### config.mk
export PLATFORM = sky130hd
export DESIGN_NAME = bound_left_right_add
export DESIGN_NICKNAME = d
export VERILOG_FILES = /design/src/rtl/bound_pkg.sv /design/src/rtl/pix_delay_line.sv /design/src/rtl/bound_left_right_add.sv
export SDC_FILE = /design/constraint.sdc
export NUM_CORES = 1
export LEC_CHECK = 0
export ABC_AREA = 1
export CORE_MARGIN = 2
export CORE_UTILIZATION = 50
export CTS_CLUSTER_DIAMETER = 200
export CTS_CLUSTER_SIZE = 20
export DETAILED_ROUTE_END_ITERATION = 8
export PLACE_DENSITY = 0.7
export SYNTH_ARGS = -nofsm -noshare
export SYNTH_HDL_FRONTEND = slang
export SYNTH_SLANG_ARGS = --single-unit
### constraint.sdc
create_clock -name clk -period 3 [get_ports clk]
set_input_delay 0.45 -clock clk [delete_from_list [all_inputs] [get_ports clk]]
set_output_delay 0.45 -clock clk [all_outputs]
set_load 0.01 [all_outputs]
### src/rtl/bound_pkg.sv
// Shared definitions for the horizontal and vertical border-padding stages.
package bound_pkg;

   localparam int PAD_ZERO = 0;
   localparam int PAD_REPL = 1;

   // Pad width on each side of a KSZ x KSZ kernel.
   function automatic int pad_w(input int ksz);
      return ksz / 2;
   endfunction

   typedef enum logic [1:0] {
      ST_IDLE  = 2'd0,
      ST_LEFT  = 2'd1,
      ST_BODY  = 2'd2,
      ST_RIGHT = 2'd3
   } state_t;

endpackage

### src/rtl/pix_delay_line.sv
// Fixed-depth shift register for {hsync, pixel}. Also exposes the hsync one
// stage before the output so the controller can see a row edge a cycle early.
module pix_delay_line #(
   parameter int DW    = 8,
   parameter int DEPTH = 3
) (
   input  logic          clk,
   input  logic          rst,
   input  logic          i_hs,
   input  logic [DW-1:0] i_data,
   output logic          o_hs,
   output logic          o_hs_pre,
   output logic [DW-1:0] o_data
);

   logic [DEPTH-1:0]         r_hs;
   logic [DEPTH-1:0][DW-1:0] r_data;

   // Shift every cycle; reset flushes the whole line to zero.
   always_ff @(posedge clk) begin
      if (rst) begin
         r_hs   <= '0;
         r_data <= '0;
      end else begin
         r_hs   <= {r_hs[DEPTH-2:0], i_hs};
         r_data <= {r_data[DEPTH-2:0], i_data};
      end
   end

   assign o_hs     = r_hs[DEPTH-1];
   assign o_hs_pre = r_hs[DEPTH-2];
   assign o_data   = r_data[DEPTH-1];

endmodule

### src/rtl/bound_left_right_add.sv
// Adds P = KSZ/2 pad pixels to the left and right of every active row.
//
//   state | meaning
//   IDLE  | no row in flight, outputs quiet
//   LEFT  | emitting left pad (first pixel or PAD_VAL)
//   BODY  | passing delayed row pixels through
//   RIGHT | emitting right pad (last pixel or PAD_VAL), P cycles
module bound_left_right_add
   import bound_pkg::*;
#(
   parameter int            KSZ      = 5,
   parameter int            DW       = 8,
   parameter int            PAD_MODE = 1,
   parameter logic [DW-1:0] PAD_VAL  = '0
) (
   input  logic          clk,
   input  logic          rst,
   input  logic          din_vsync,
   input  logic          din_hsync,
   input  logic [DW-1:0] din,
   output logic          dout_vsync,
   output logic          dout_hsync,
   output logic [DW-1:0] dout,
   output logic          err_hblank
);

   localparam int            P        = pad_w(KSZ);
   localparam int            CW       = $clog2(P + 1);
   localparam logic [CW-1:0] CNT_LOAD = CW'(P - 1);

   state_t        r_state;
   state_t        w_state_nxt;
   logic [CW-1:0] r_cnt;
   logic [CW-1:0] w_cnt_nxt;
   logic          r_hs_prev;
   logic          r_pend;
   logic [DW-1:0] r_p0;
   logic [DW-1:0] r_last;
   logic          r_err;
   logic          r_vs;

   logic          w_rise;
   logic          w_start;
   logic          w_go_left;
   logic          w_err_set;
   logic          w_dl_hs;
   logic          w_dl_hs_pre;
   logic [DW-1:0] w_dl_data;

   pix_delay_line #(
      .DW    (DW),
      .DEPTH (P + 1)
   ) u_dl (
      .clk      (clk),
      .rst      (rst),
      .i_hs     (din_hsync),
      .i_data   (din),
      .o_hs     (w_dl_hs),
      .o_hs_pre (w_dl_hs_pre),
      .o_data   (w_dl_data)
   );

   // A row that rises before its predecessor's right pad is done is held
   // in r_pend until the FSM can take it from RIGHT.
   assign w_rise    = din_hsync & ~r_hs_prev;
   assign w_start   = w_rise | r_pend;
   assign w_go_left = (w_state_nxt == ST_LEFT) && (r_state != ST_LEFT);
   assign w_err_set = w_rise && (r_state != ST_IDLE) &&
                      !((r_state == ST_RIGHT) && (r_cnt == '0));

   // Next-state logic. LEFT->BODY and BODY->RIGHT follow the delay line's
   // early hsync tap, so pixel alignment holds even for truncated pads.
   always_comb begin
      w_state_nxt = r_state;
      w_cnt_nxt   = r_cnt;
      case (r_state)
         ST_IDLE: begin
            if (w_start) w_state_nxt = ST_LEFT;
         end
         ST_LEFT: begin
            if (w_dl_hs_pre) w_state_nxt = ST_BODY;
         end
         ST_BODY: begin
            if (!w_dl_hs_pre) begin
               w_state_nxt = ST_RIGHT;
               w_cnt_nxt   = CNT_LOAD;
            end
         end
         ST_RIGHT: begin
            if (w_start)            w_state_nxt = ST_LEFT;
            else if (r_cnt == '0)   w_state_nxt = ST_IDLE;
            else                    w_cnt_nxt   = r_cnt - CW'(1);
         end
         default: w_state_nxt = ST_IDLE;
      endcase
   end

   // State, counter, capture registers and the vsync delay.
   always_ff @(posedge clk) begin
      if (rst) begin
         r_state   <= ST_IDLE;
         r_cnt     <= '0;
         // Treat hsync as already high so a row cut by reset is not
         // mistaken for a fresh row once reset releases.
         r_hs_prev <= 1'b1;
         r_pend    <= 1'b0;
         r_p0      <= '0;
         r_last    <= '0;
         r_err     <= 1'b0;
         r_vs      <= 1'b0;
      end else begin
         r_state   <= w_state_nxt;
         r_cnt     <= w_cnt_nxt;
         r_hs_prev <= din_hsync;
         r_pend    <= (r_pend | w_rise) & ~w_go_left;
         r_vs      <= din_vsync;
         if (w_rise) r_p0 <= din;
         if ((r_state == ST_BODY) && !w_dl_hs_pre) r_last <= w_dl_data;
         if (w_err_set) r_err <= 1'b1;
      end
   end

   // Output select from registered sources; data forced to 0 outside a row.
   always_comb begin
      dout = '0;
      case (r_state)
         ST_LEFT:  dout = (PAD_MODE == PAD_REPL) ? r_p0 : PAD_VAL;
         ST_BODY:  dout = w_dl_hs ? w_dl_data : '0;
         ST_RIGHT: dout = (PAD_MODE == PAD_REPL) ? r_last : PAD_VAL;
         default:  dout = '0;
      endcase
   end

   assign dout_hsync = (r_state != ST_IDLE);
   assign dout_vsync = r_vs;
   assign err_hblank = r_err;

endmodule

==> results of run 1 <==
==> registers in the layout, indices dropped and copies added, names as in the netlist <==
register     cells
dout_vsync       1
err_hblank       1
r_cnt            2
r_hs_prev        1
r_last           8
r_p0             8
r_pend           1
r_state          2
u_dl.o_data      8
u_dl.r_data     16
u_dl.r_hs        3
==> power by group through the flow <==
| stage | logic (mW) | registers (mW) | clock network, mW |
|---|---|---|---|
| final | 0.173 | 0.743 | 0.501 |
| after global placement | 0.170 | 0.757 | 0 |
| after CTS | 0.174 | 0.743 | 0.512 |
| after detailed placement | 0.172 | 0.759 | 0 |
| after global routing | 0.199 | 0.749 | 0.539 |
| after floorplan | 0.124 | 0.754 | 0 |
==> final timing paths <==
check / end / start / slack [ns]
worst max-delay path: dout[7] / r_state[1] / 0.71
worst min register to register: u_dl.r_data[10] / u_dl.r_data[2] / 0.40
worst max register to register: r_cnt[1] / r_state[0] / 1.68
worst min-delay path: u_dl.r_data[10] / u_dl.r_data[2] / 0.40
==> layout make-up <==
cell class              count  share of cell area [%]
flip-flops and latches     51                    46.2
multi-input cells         125                    27.3
repair buffers             23                    10.3
inverters                  47                    7.98
clock buffers               6                    3.74
well taps                  48                    2.72
clock inverters             2                    1.76
==> worst max-delay path, stage by stage (launching register included) <==
cell and delay, ns:
sky130_fd_sc_hd__dfxtp_1 0.37, sky130_fd_sc_hd__inv_2 0.13, sky130_fd_sc_hd__nand2_1 0.08, sky130_fd_sc_hd__inv_1 0.18, sky130_fd_sc_hd__nand2_1 0.09, sky130_fd_sc_hd__o211ai_1 0.12, sky130_fd_sc_hd__clkdlybuf4s50_1 0.57
==> cell usage in the layout (no fill, tap or decap), drive strengths merged <==
| master | count |
|---|---|
| dfxtp | 51 |
| a21boi | 1 |
| nand2 | 25 |
| ha | 1 |
| clkbuf | 6 |
| nor2 | 38 |
| a31oi | 1 |
| buf | 1 |
| clkdlybuf4s50 | 22 |
| o21ai | 16 |
| a21oi | 17 |
| inv | 48 |
| o211ai | 8 |
| and2 | 2 |
| nand3 | 14 |
| or2 | 1 |
| nand4 | 1 |
| bufinv | 1 |
==> metrics by stage <==
stage / instances / total power [mW] / hold WS (ns) / utilization (%)
after detailed placement: 294 / 0.931 / 0.394 / 57.9
after floorplan: 232 / 0.878 / 0.388 / -
final: 302 / 1.42 / 0.403 / 61.3
after CTS: 302 / 1.43 / 0.405 / 61.3
after global placement: 294 / 0.927 / 0.389 / 57.9
after global routing: 302 / 1.49 / 0.420 / 61.3
==> logic make-up (layout without fill, tap and decap cells) <==
| group | count (synthesis) | after routing |
|---|---|---|
| AND/OR/NAND/NOR | 81 | 81 |
| buffers and inverters | 56 | 78 |
| flip-flops | 51 | 51 |
| AO/OA/AOI/OAI | 43 | 43 |
| adder cells (fa/ha/maj) | 1 | 1 |
==> metal layers <==
layer | track usage [%] | vias to the layer above
met5 | 0 | -
met3 | 3.30 | 5
met1 | 23.0 | 593
met2 | 25.3 | 32
li1 | - | 760
met4 | 10.9 | 0
==> impl_summary.txt, run 1 <==
----------------------------------------------------
[Status]
  Outcome ... finished clean

[Place]
  Placement Setup Slack ... 1.02 ns
  Estimated wirelength of the detail-placed design ... 2180 um
  Final Wtd Congestion ... 0.793
  Instance area at placement ... 2090 um2
  Count of buffers from port buffering ... 22

[Synth]
  Number of warnings printed during yosys synthesis ... 0
  Post-synthesis sequential area ratio ... a little under three fifths
  Post-synth EDFFs ... 0
  Portion of synthesized cell area occupied by the leading cell type ... a little under three fifths
  Compound-Gate Fraction of Synth Area ... between 10% and 20%
  Multiplexer share of the synthesized area ... 0%
  Cell with the most instances after synthesis ... sky130_fd_sc_hd__dfxtp_1
  Post-synthesis average cell area ... between 7 and 8 um2
  Count of distinct cell types in the synthesized netlist ... 24
  Syn nets ... roughly 250
  XOR/XNOR share of the synthesized area ... 0%
  Proportion of synthesized flip-flops having asynchronous set or reset ... 0%
  Library cell with the largest summed area after synthesis ... sky130_fd_sc_hd__dfxtp_1
  Synthesized instance count ... around 230
  Number of synthesized register bits ... between 50 and 60
  Area contributors post-synth ... sky130_fd_sc_hd__dfxtp_1, sky130_fd_sc_hd__inv_1, sky130_fd_sc_hd__nor2_1
  Top cells by instance count after synthesis ... sky130_fd_sc_hd__dfxtp_1, sky130_fd_sc_hd__inv_1, sky130_fd_sc_hd__nor2_1
  Commonest register cell after synthesis ... sky130_fd_sc_hd__dfxtp_1
  Dominant combinational cell family by area after synthesis ... simple AND/OR/NAND/NOR gates
  Synth Area in Adders ... less than 1%
  Simple-gate area share of the yosys netlist ... roughly a fifth
  Cell Area, Synth ... roughly 1900 um2

[Global route]
  Total grt overflow ... 0
  Global-route wire length before repair ... 5550 um
  Largest net degree at the start of global routing ... 32
  Via count of the first global-routing pass ... around 1300
  Antenna violations before repair ... 0
  GRT Total Usage ... about 17%

[Layout]
  Cell area after layout ... approximately 2200 um2
  Share of layout cells above drive strength 1 ... 5.91%
  Synthesis-to-finish area growth ... 19.2%
  Fin nets ... 266
  Ant diodes ... 0
  Multi-input logic area ... approximately 600 um2
  Fill count ... between 300 and 400
  FF/Latch Area ... roughly 1000 um2

[CTS]
  Sink Count ... approximately 50
  Count of H-tree levels built during CTS ... 2
  Largest buffer count on any clock path ... 2
  # hold bufs at CTS ... 0
  Setup bufs post-CTS ... 0
  CTS clock-pin slew for the worst setup and hold paths ... ~0.090 ns
  Clock root buffer ... sky130_fd_sc_hd__clkbuf_8
  TritonCTS buffer count ... 5
  Resized cells post-CTS ... 0
  Clk Latency, worst-skew pair ... approximately 0.30 ns
  CTS tree ... yes

[Drt]
  Number of routed nets with antenna violations ... 0
  Initial DRC Count ... 72
  Number of iterations in the first detailed-routing pass ... 4
  DRC violations left ... 0
  Detail-routed net length per standard cell ... slightly above 10 um
  Met2 routed WL ... between 1000 and 1500 um
  Highest metal used ... met4
  Routed Wire Length ... roughly 3100 um
  Average via count per standard cell ... ~4.6
  Sum of met3 wire segment lengths after detailed routing ... approximately 140 um
  WL met1 ... between 1500 and 2000 um
  Detailed-route via count ... 1390

[Floorplan]
  Width of the chip ... 64.9 um
  Count of boundary I/O pins ... 23
  Number of core rows ... 22
  Core box area ... 3610 um2
  Die Area ... 4210 um2
  Starting density of the core ... roughly half
  Vertical extent of the die ... 64.9 um

[Setup path]
  WS Path Type ... reg -> out
  Critical path arrival ... ~1.8 ns
  Worst Path Max Fanout ... 8
  Worst endpoint required time ... about 2.6 ns
  Worst Setup End Kind ... primary output
  Worst reg-to-reg path cell count ... 6
  Kind of start point of the critical path ... register

[STA]
  Worst Setup Slack, final ... about 0.71 ns
  Clock period minus worst slack ... around 2.3 ns
  # setup viols final ... 0
  Fmax achieved ... ~440 MHz
  Number of pins exceeding their max-slew limit in the final report ... 0
  Endpoints failing hold ... 0
  Sum of negative setup slack ... 0 ns
  Final worst-path cycle share ... approximately 76%
  Unrepaired setup endpoints after global routing ... no
  Maximum clock skew at final layout ... slightly below 0.009 ns
  Transition time of the tightest slew-check pin ... 0.556 ns
  Worst relative slew slack ... 62.9%

[Power]
  Clock group share of total power ... 35.3%
  Static power due to leakage ... ~0.92 nW
  Relative contribution of combinational cells to total power ... between 10 and 15%
  Sequential fraction of design power ... a little over half
  Pwr/cell area ... 641 nW/um2
  Internal power ... 1.07 mW
  Switching fraction of total power ... roughly 25%
  Switching power ... between 300 and 400 uW
  Maximum resistive drop on vdd ... approximately 0.40 mV

[Hold path]
  Class of the most critical hold timing path ... reg -> reg
  Number of stages on the worst hold path ... 2

[Run]
  Maxcap violations ... 0

----------------------------------------------------
Note: power is estimated with default switching activity, not from simulation.
==> run 2, diff against run 1 <==
==> constraint.sdc (replaced) <==
create_clock -name clk -period 2.4 [get_ports clk]
set_input_delay 0.36 -clock clk [delete_from_list [all_inputs] [get_ports clk]]
set_output_delay 0.36 -clock clk [all_outputs]
set_load 0.01 [all_outputs]
==> impl_summary.txt, run 2 (synthesized netlist as in run 1, its figures left out) <==
----------------------------------------------------
[Power]
  Static power due to leakage ... 0.910 nW (-1.4%)
  Power, Total ... 1.65 mW (+16%)
  Maximum resistive drop on vdd ... 0.529 mV (+34%)
  Pwr/cell area ... 755 nW/um2 (+18%)

[Place]
  Final Wtd Congestion ... 0.796 (+0.42%)
  Instance area at placement ... 2090 um2 (unchanged)
  Count of buffers from port buffering ... 22 (unchanged)
  Placement Setup Slack ... 0.518 ns (-0.507 ns)
  Estimated wirelength of the detail-placed design ... 2140 um (-2.1%)

[Status]
  Outcome ... finished clean

[Layout]
  Synthesis-to-finish area growth ... 17.7%
  Reg with most FFs ... u_dl.r_data
  Share of layout cells above drive strength 1 ... 5.91% (unchanged)
  Flip-flop count of the largest register after layout ... 16 (unchanged)
  Fill count ... 336 (-4.5%)
  Commonest cells after routing, fill and taps aside ... sky130_fd_sc_hd__dfxtp_1, sky130_fd_sc_hd__inv_1, sky130_fd_sc_hd__nor2_1, sky130_fd_sc_hd__nand2_1, sky130_fd_sc_hd__clkdlybuf4s50_1
  Share of the core filled with cells in the final layout ... 60.5% (-0.73 points)
  Cell area after layout ... 2180 um2 (-1.2%)
  Ant diodes ... 0 (unchanged)
  Fin nets ... 266 (unchanged)
  Most frequent standard cell in the layout excluding fill and tap cells ... sky130_fd_sc_hd__dfxtp_1

[Floorplan]
  Width of the chip ... 64.9 um (unchanged)
  Starting density of the core ... 51.4% (unchanged)
  Count of boundary I/O pins ... 23 (unchanged)
  Number of core rows ... 22 (unchanged)
  Vertical extent of the die ... 64.9 um (unchanged)
  Die Area ... 4210 um2 (unchanged)
  Core box area ... 3610 um2 (unchanged)

[CTS]
  # hold bufs at CTS ... 0 (unchanged)
  CTS clock-pin slew for the worst setup and hold paths ... 0.09 ns (about the same)
  CTS tree ... yes
  Sink Count ... 51 (unchanged)
  Clk Latency, worst-skew pair ... 0.30 ns (about the same)
  TritonCTS buffer count ... 5 (unchanged)
  Count of H-tree levels built during CTS ... 2 (unchanged)
  Resized cells post-CTS ... 0 (unchanged)
  Clock root buffer ... sky130_fd_sc_hd__clkbuf_8
  Setup bufs post-CTS ... 0 (unchanged)
  Largest buffer count on any clock path ... 2 (unchanged)

[Setup path]
  Worst Setup End Kind ... primary output
  Worst Path Max Fanout ... 11 (+3)
  Worst endpoint required time ... 2.04 ns (-0.51 ns)
  Critical path arrival ... 1.83 ns (about the same)
  Critical Path, Cell by Cell ... nand2_1 > o211ai_1 > clkdlybuf4s50_1
  Slowest CP cell ... sky130_fd_sc_hd__clkdlybuf4s50_1
  Worst reg-to-reg path cell count ... 6 (unchanged)
  Kind of start point of the critical path ... register
  WS Path Type ... reg -> out
  Max stage delay on crit path ... 0.56 ns (about the same)

[Global route]
  Via count of the first global-routing pass ... 1208 (-6.4%)
  Total grt overflow ... 0 (unchanged)
  GRT Total Usage ... 16.4% (-0.79 points)
  Global-route wire length before repair ... 5260 um (-5.3%)
  Largest net degree at the start of global routing ... 31 (-3.1%)
  Antenna violations before repair ... 0 (unchanged)

[Drt]
  DRC violations left ... 0 (unchanged)
  Detailed-route via count ... 1377 (-0.94%)
  Detail-routed net length per standard cell ... 10.1 um (-2.6%)
  Routed Wire Length ... 3040 um (-2.6%)
  Initial DRC Count ... 53 (-26%)
  Average via count per standard cell ... 4.56 (-0.94%)
  Number of iterations in the first detailed-routing pass ... 4 (unchanged)
  Number of routed nets with antenna violations ... 0 (unchanged)

[STA]
  Maximum clock skew at final layout ... 0.00386 ns (-0.00481 ns)
  Transition time of the tightest slew-check pin ... 0.569 ns (+0.0122 ns)
  Worst relative slew slack ... 62.1% (-0.81 points)
  Clock period minus worst slack ... between 2 and 2.5 ns
  Final worst-path cycle share ... 91.3%
  Endpoints failing hold ... 0 (unchanged)
  # setup viols final ... 0 (unchanged)
  Unrepaired setup endpoints after global routing ... no
  Fmax achieved ... about 460 MHz
  Worst Setup Slack, final ... 0.209 ns (-0.504 ns)
  Sum of negative setup slack ... 0 ns (unchanged)
  Number of pins exceeding their max-slew limit in the final report ... 0 (unchanged)

[Run]
  Maxcap violations ... 0 (unchanged)

[Hold path]
  Class of the most critical hold timing path ... reg -> reg
  Number of stages on the worst hold path ... 2 (unchanged)

----------------------------------------------------
## run 2: final timing paths
path	slack, ns	to	startpoint
setup / recovery	0.21	dout[5]	r_state[0]
hold / removal	0.40	u_dl.r_data[14]	u_dl.r_data[6]
hold reg to reg	0.40	u_dl.r_data[14]	u_dl.r_data[6]
setup reg to reg	1.07	r_cnt[1]	r_state[0]
## run 2: area by class of cell
| class | instances | area [um2] | area share, % |
|---|---|---|---|
| flip-flops and latches | 51 | 1020 | 46.8 |
| well taps | 48 | 60.1 | 2.75 |
| clock inverters | 3 | 26.3 | 1.20 |
| multi-input cells | 125 | 603 | 27.6 |
| clock buffers | 5 | 68.8 | 3.15 |
| inverters | 47 | 176 | 8.08 |
| repair buffers | 23 | 228 | 10.4 |
## run 2: metrics by stage
step                      hold WS [ns]  cells
after global placement           0.390    294
after CTS                        0.406    302
after global routing             0.424    302
after floorplan                  0.388    232
final                            0.404    302
after detailed placement         0.393    294
## run 2: power by group
group | switching (mW) | internal (mW) | leakage [nW]
clock network | 0.290 | 0.215 | 0.0491
registers | 0.0275 | 0.902 | 0.419
logic | 0.126 | 0.0891 | 0.442
total | 0.444 | 1.21 | 0.910
## run 2: critical path: cells and delay by family (launching register included)
family / cells / cell delay, ns
buffers and inverters: 1 / 0.56
DFF: 1 / 0.45
and+or+nand+nor: 1 / 0.26
AOI/OAI and AO/OA: 1 / 0.26
## run 2: metal layers
layer | global-route usage [%] | share of wire (%) | wire [um] | up-vias
met3 | 4.86 | 4.1 | 125 | 4
li1 | - | - | - | 755
met2 | 25.0 | 44 | 1330 | 26
met1 | 21.4 | 51 | 1540 | 592
met4 | 7.18 | 1.5 | 47 | 0
met5 | 0 | 0 | 0 | -
==> run 3, diff against run 2 <==
--- a/config.mk
+++ b/config.mk
@@ -11,7 +11,8 @@
 export CTS_CLUSTER_DIAMETER = 200
 export CTS_CLUSTER_SIZE = 20
 export DETAILED_ROUTE_END_ITERATION = 8
-export PLACE_DENSITY = 0.7
+export GPL_TIMING_DRIVEN = 0
+export PLACE_DENSITY_LB_ADDON = 0.2
 export SYNTH_ARGS = -nofsm -noshare
 export SYNTH_HDL_FRONTEND = slang
 export SYNTH_SLANG_ARGS = --single-unit
==> impl_summary.txt, run 3 (synthesized netlist as in run 1, its figures left out) <==
----------------------------------------------------
[CTS]
  Resized cells post-CTS ... 0 (unchanged)
  Clock root buffer ... sky130_fd_sc_hd__clkbuf_8
  Count of H-tree levels built during CTS ... 2 (unchanged)
  Clk Latency, worst-skew pair ... 0.30 ns (about the same)
  Setup bufs post-CTS ... 0 (unchanged)
  CTS clock-pin slew for the worst setup and hold paths ... 0.08 ns (about the same)
  Sink Count ... 51 (unchanged)
  CTS tree ... yes
  Largest buffer count on any clock path ... 2 (unchanged)
  # hold bufs at CTS ... 0 (unchanged)
  TritonCTS buffer count ... 5 (unchanged)

[Place]
  Count of buffers from port buffering ... 22 (unchanged)
  Estimated wirelength of the detail-placed design ... 2420 um (+13%)
  Final Wtd Congestion ... 0.809 (+1.6%)

[Layout]
  Most frequent standard cell in the layout excluding fill and tap cells ... sky130_fd_sc_hd__dfxtp_1
  Share of layout cells above drive strength 1 ... 6.13% (+0.22 points)
  Commonest cells after routing, fill and taps aside ... sky130_fd_sc_hd__dfxtp_1, sky130_fd_sc_hd__inv_1, sky130_fd_sc_hd__nor2_1, sky130_fd_sc_hd__nand2_1, sky130_fd_sc_hd__clkdlybuf4s50_1
  Share of the core filled with cells in the final layout ... 62.0% (+1.5 points)
  Fin nets ... 274 (+3.0%)
  Synthesis-to-finish area growth ... 20.6%
  Ant diodes ... 0 (unchanged)
  Flip-flop count of the largest register after layout ... 16 (unchanged)
  Reg with most FFs ... u_dl.r_data

[STA]
  Clock period minus worst slack ... 2.19 ns (+0.000505 ns)
  # setup viols final ... 0 (unchanged)
  Maximum clock skew at final layout ... 0.00272 ns (-0.00114 ns)
  Transition time of the tightest slew-check pin ... 0.459 ns (-0.110 ns)
  Fmax achieved ... 456 MHz (about the same)
  Endpoints failing hold ... 0 (unchanged)
  Final worst-path cycle share ... 91.3% (about the same)
  Unrepaired setup endpoints after global routing ... no
  Number of pins exceeding their max-slew limit in the final report ... 0 (unchanged)
  Worst relative slew slack ... 69.4% (+7.4 points)
  Sum of negative setup slack ... 0 ns (unchanged)

[Setup path]
  Worst Setup End Kind ... primary output
  Critical path arrival ... 1.83 ns (about the same)
  Kind of start point of the critical path ... register
  Worst endpoint required time ... 2.04 ns (about the same)
  Worst Path Max Fanout ... 9 (-2)
  WS Path Type ... reg -> out

[Drt]
  WL met1 ... 1750 um (+14%)
  Routed Wire Length ... 3360 um (+10%)
  Number of routed nets with antenna violations ... 0 (unchanged)
  Initial DRC Count ... 91 (+72%)
  Sum of met3 wire segment lengths after detailed routing ... 108 um (-14%)
  DRC violations left ... 0 (unchanged)
  Highest metal used ... met4
  Detail-routed net length per standard cell ... 10.9 um (+7.8%)
  Met2 routed WL ... 1420 um (+6.9%)
  Number of iterations in the first detailed-routing pass ... 4 (unchanged)
  Detailed-route via count ... 1395 (+1.3%)
  Average via count per standard cell ... 4.51 (-0.99%)

[Global route]
  Largest net degree at the start of global routing ... 15 (-52%)
  Via count of the first global-routing pass ... 1314 (+8.8%)
  Antenna violations before repair ... 0 (unchanged)
  GRT Total Usage ... 18.6% (+2.2 points)
  Total grt overflow ... 0 (unchanged)
  Global-route wire length before repair ... 5980 um (+14%)

[Hold path]
  Class of the most critical hold timing path ... reg -> reg

[Run]
  Maxcap violations ... 0 (unchanged)

[Power]
  Static power due to leakage ... 0.935 nW (+2.8%)
  Pwr/cell area ... 770 nW/um2 (+1.9%)
  Maximum resistive drop on vdd ... 0.303 mV (-43%)

[Floorplan]
  Number of core rows ... 22 (unchanged)
  Vertical extent of the die ... 64.9 um (unchanged)
  Width of the chip ... 64.9 um (unchanged)
  Core box area ... 3610 um2 (unchanged)
  Starting density of the core ... 51.4% (unchanged)
  Die Area ... 4210 um2 (unchanged)
  Count of boundary I/O pins ... 23 (unchanged)

[Status]
  Outcome ... finished clean

----------------------------------------------------
==> run 3: cell types whose count changed in the layout (fill, tap and decap cells not counted), sizes merged <==
| cell | before | now |
|---|---|---|
| buf | 1 | 5 |
| clkinv | 1 | 0 |
| clkbuf | 5 | 10 |
| inv | 49 | 47 |
| bufinv | 0 | 1 |
==> run 3: path summary, 6_finish.rpt <==
check	from	endpoint	slack, ns	depth (start not counted)
min reg2reg	u_dl.r_data[3]	u_dl.r_data[11]	0.40	2
max reg2reg	r_state[1]	r_last[6]	1.08	6
min	u_dl.r_data[3]	u_dl.r_data[11]	0.40	2
max	r_state[1]	dout[2]	0.21	5
==> run 3: per-stage QoR <==
stage / power (mW) / cells / worst slack (ns) / area, um2 / hold slack, ns
floorplan: 1.10 / 232 / 1.16 / 1850 / 0.388
global placement: 1.17 / 302 / 0.524 / 2130 / 0.391
detailed placement: 1.18 / 302 / 0.509 / 2130 / 0.392
CTS: 1.73 / 309 / 0.184 / 2240 / 0.404
global route: 1.81 / 309 / 0.0633 / 2240 / 0.421
finish: 1.72 / 309 / 0.209 / 2240 / 0.403
==> run 3: power by group <==
| part | internal (mW) | leakage (nW) | switching [mW] |
|---|---|---|---|
| Combinational | 0.0970 | 0.465 | 0.133 |
| Sequential | 0.902 | 0.419 | 0.0260 |
| Clock | 0.306 | 0.0513 | 0.259 |
| Total | 1.30 | 0.935 | 0.418 |
==> run 3: final cells by class <==
cell class / instances / area (um2)
Fill cell: 344 / 1370
Sequential cell: 51 / 1020
Multi-Input combinational cell: 125 / 603
Timing Repair Buffer: 22 / 220
Inverter: 47 / 176
Clock buffer: 6 / 72.6
Tap cell: 48 / 60.1
Buffer: 9 / 53.8
Clock inverter: 1 / 30.0
==> run 3: metal layers <==
metal | track usage [%] | vias to the layer above
met5 | 0 | -
met4 | 9.04 | 0
met3 | 4.34 | 7
met2 | 26.5 | 25
met1 | 26.1 | 592
li1 | - | 771
==> run 3: worst max-delay path, stage by stage (launching register included) <==
cell and delay [ns]:
sky130_fd_sc_hd__dfxtp_1 0.42, sky130_fd_sc_hd__inv_2 0.10, sky130_fd_sc_hd__nor2_4 0.23, sky130_fd_sc_hd__nand3_1 0.12
sky130_fd_sc_hd__o211ai_1 0.11, sky130_fd_sc_hd__clkdlybuf4s50_1 0.56
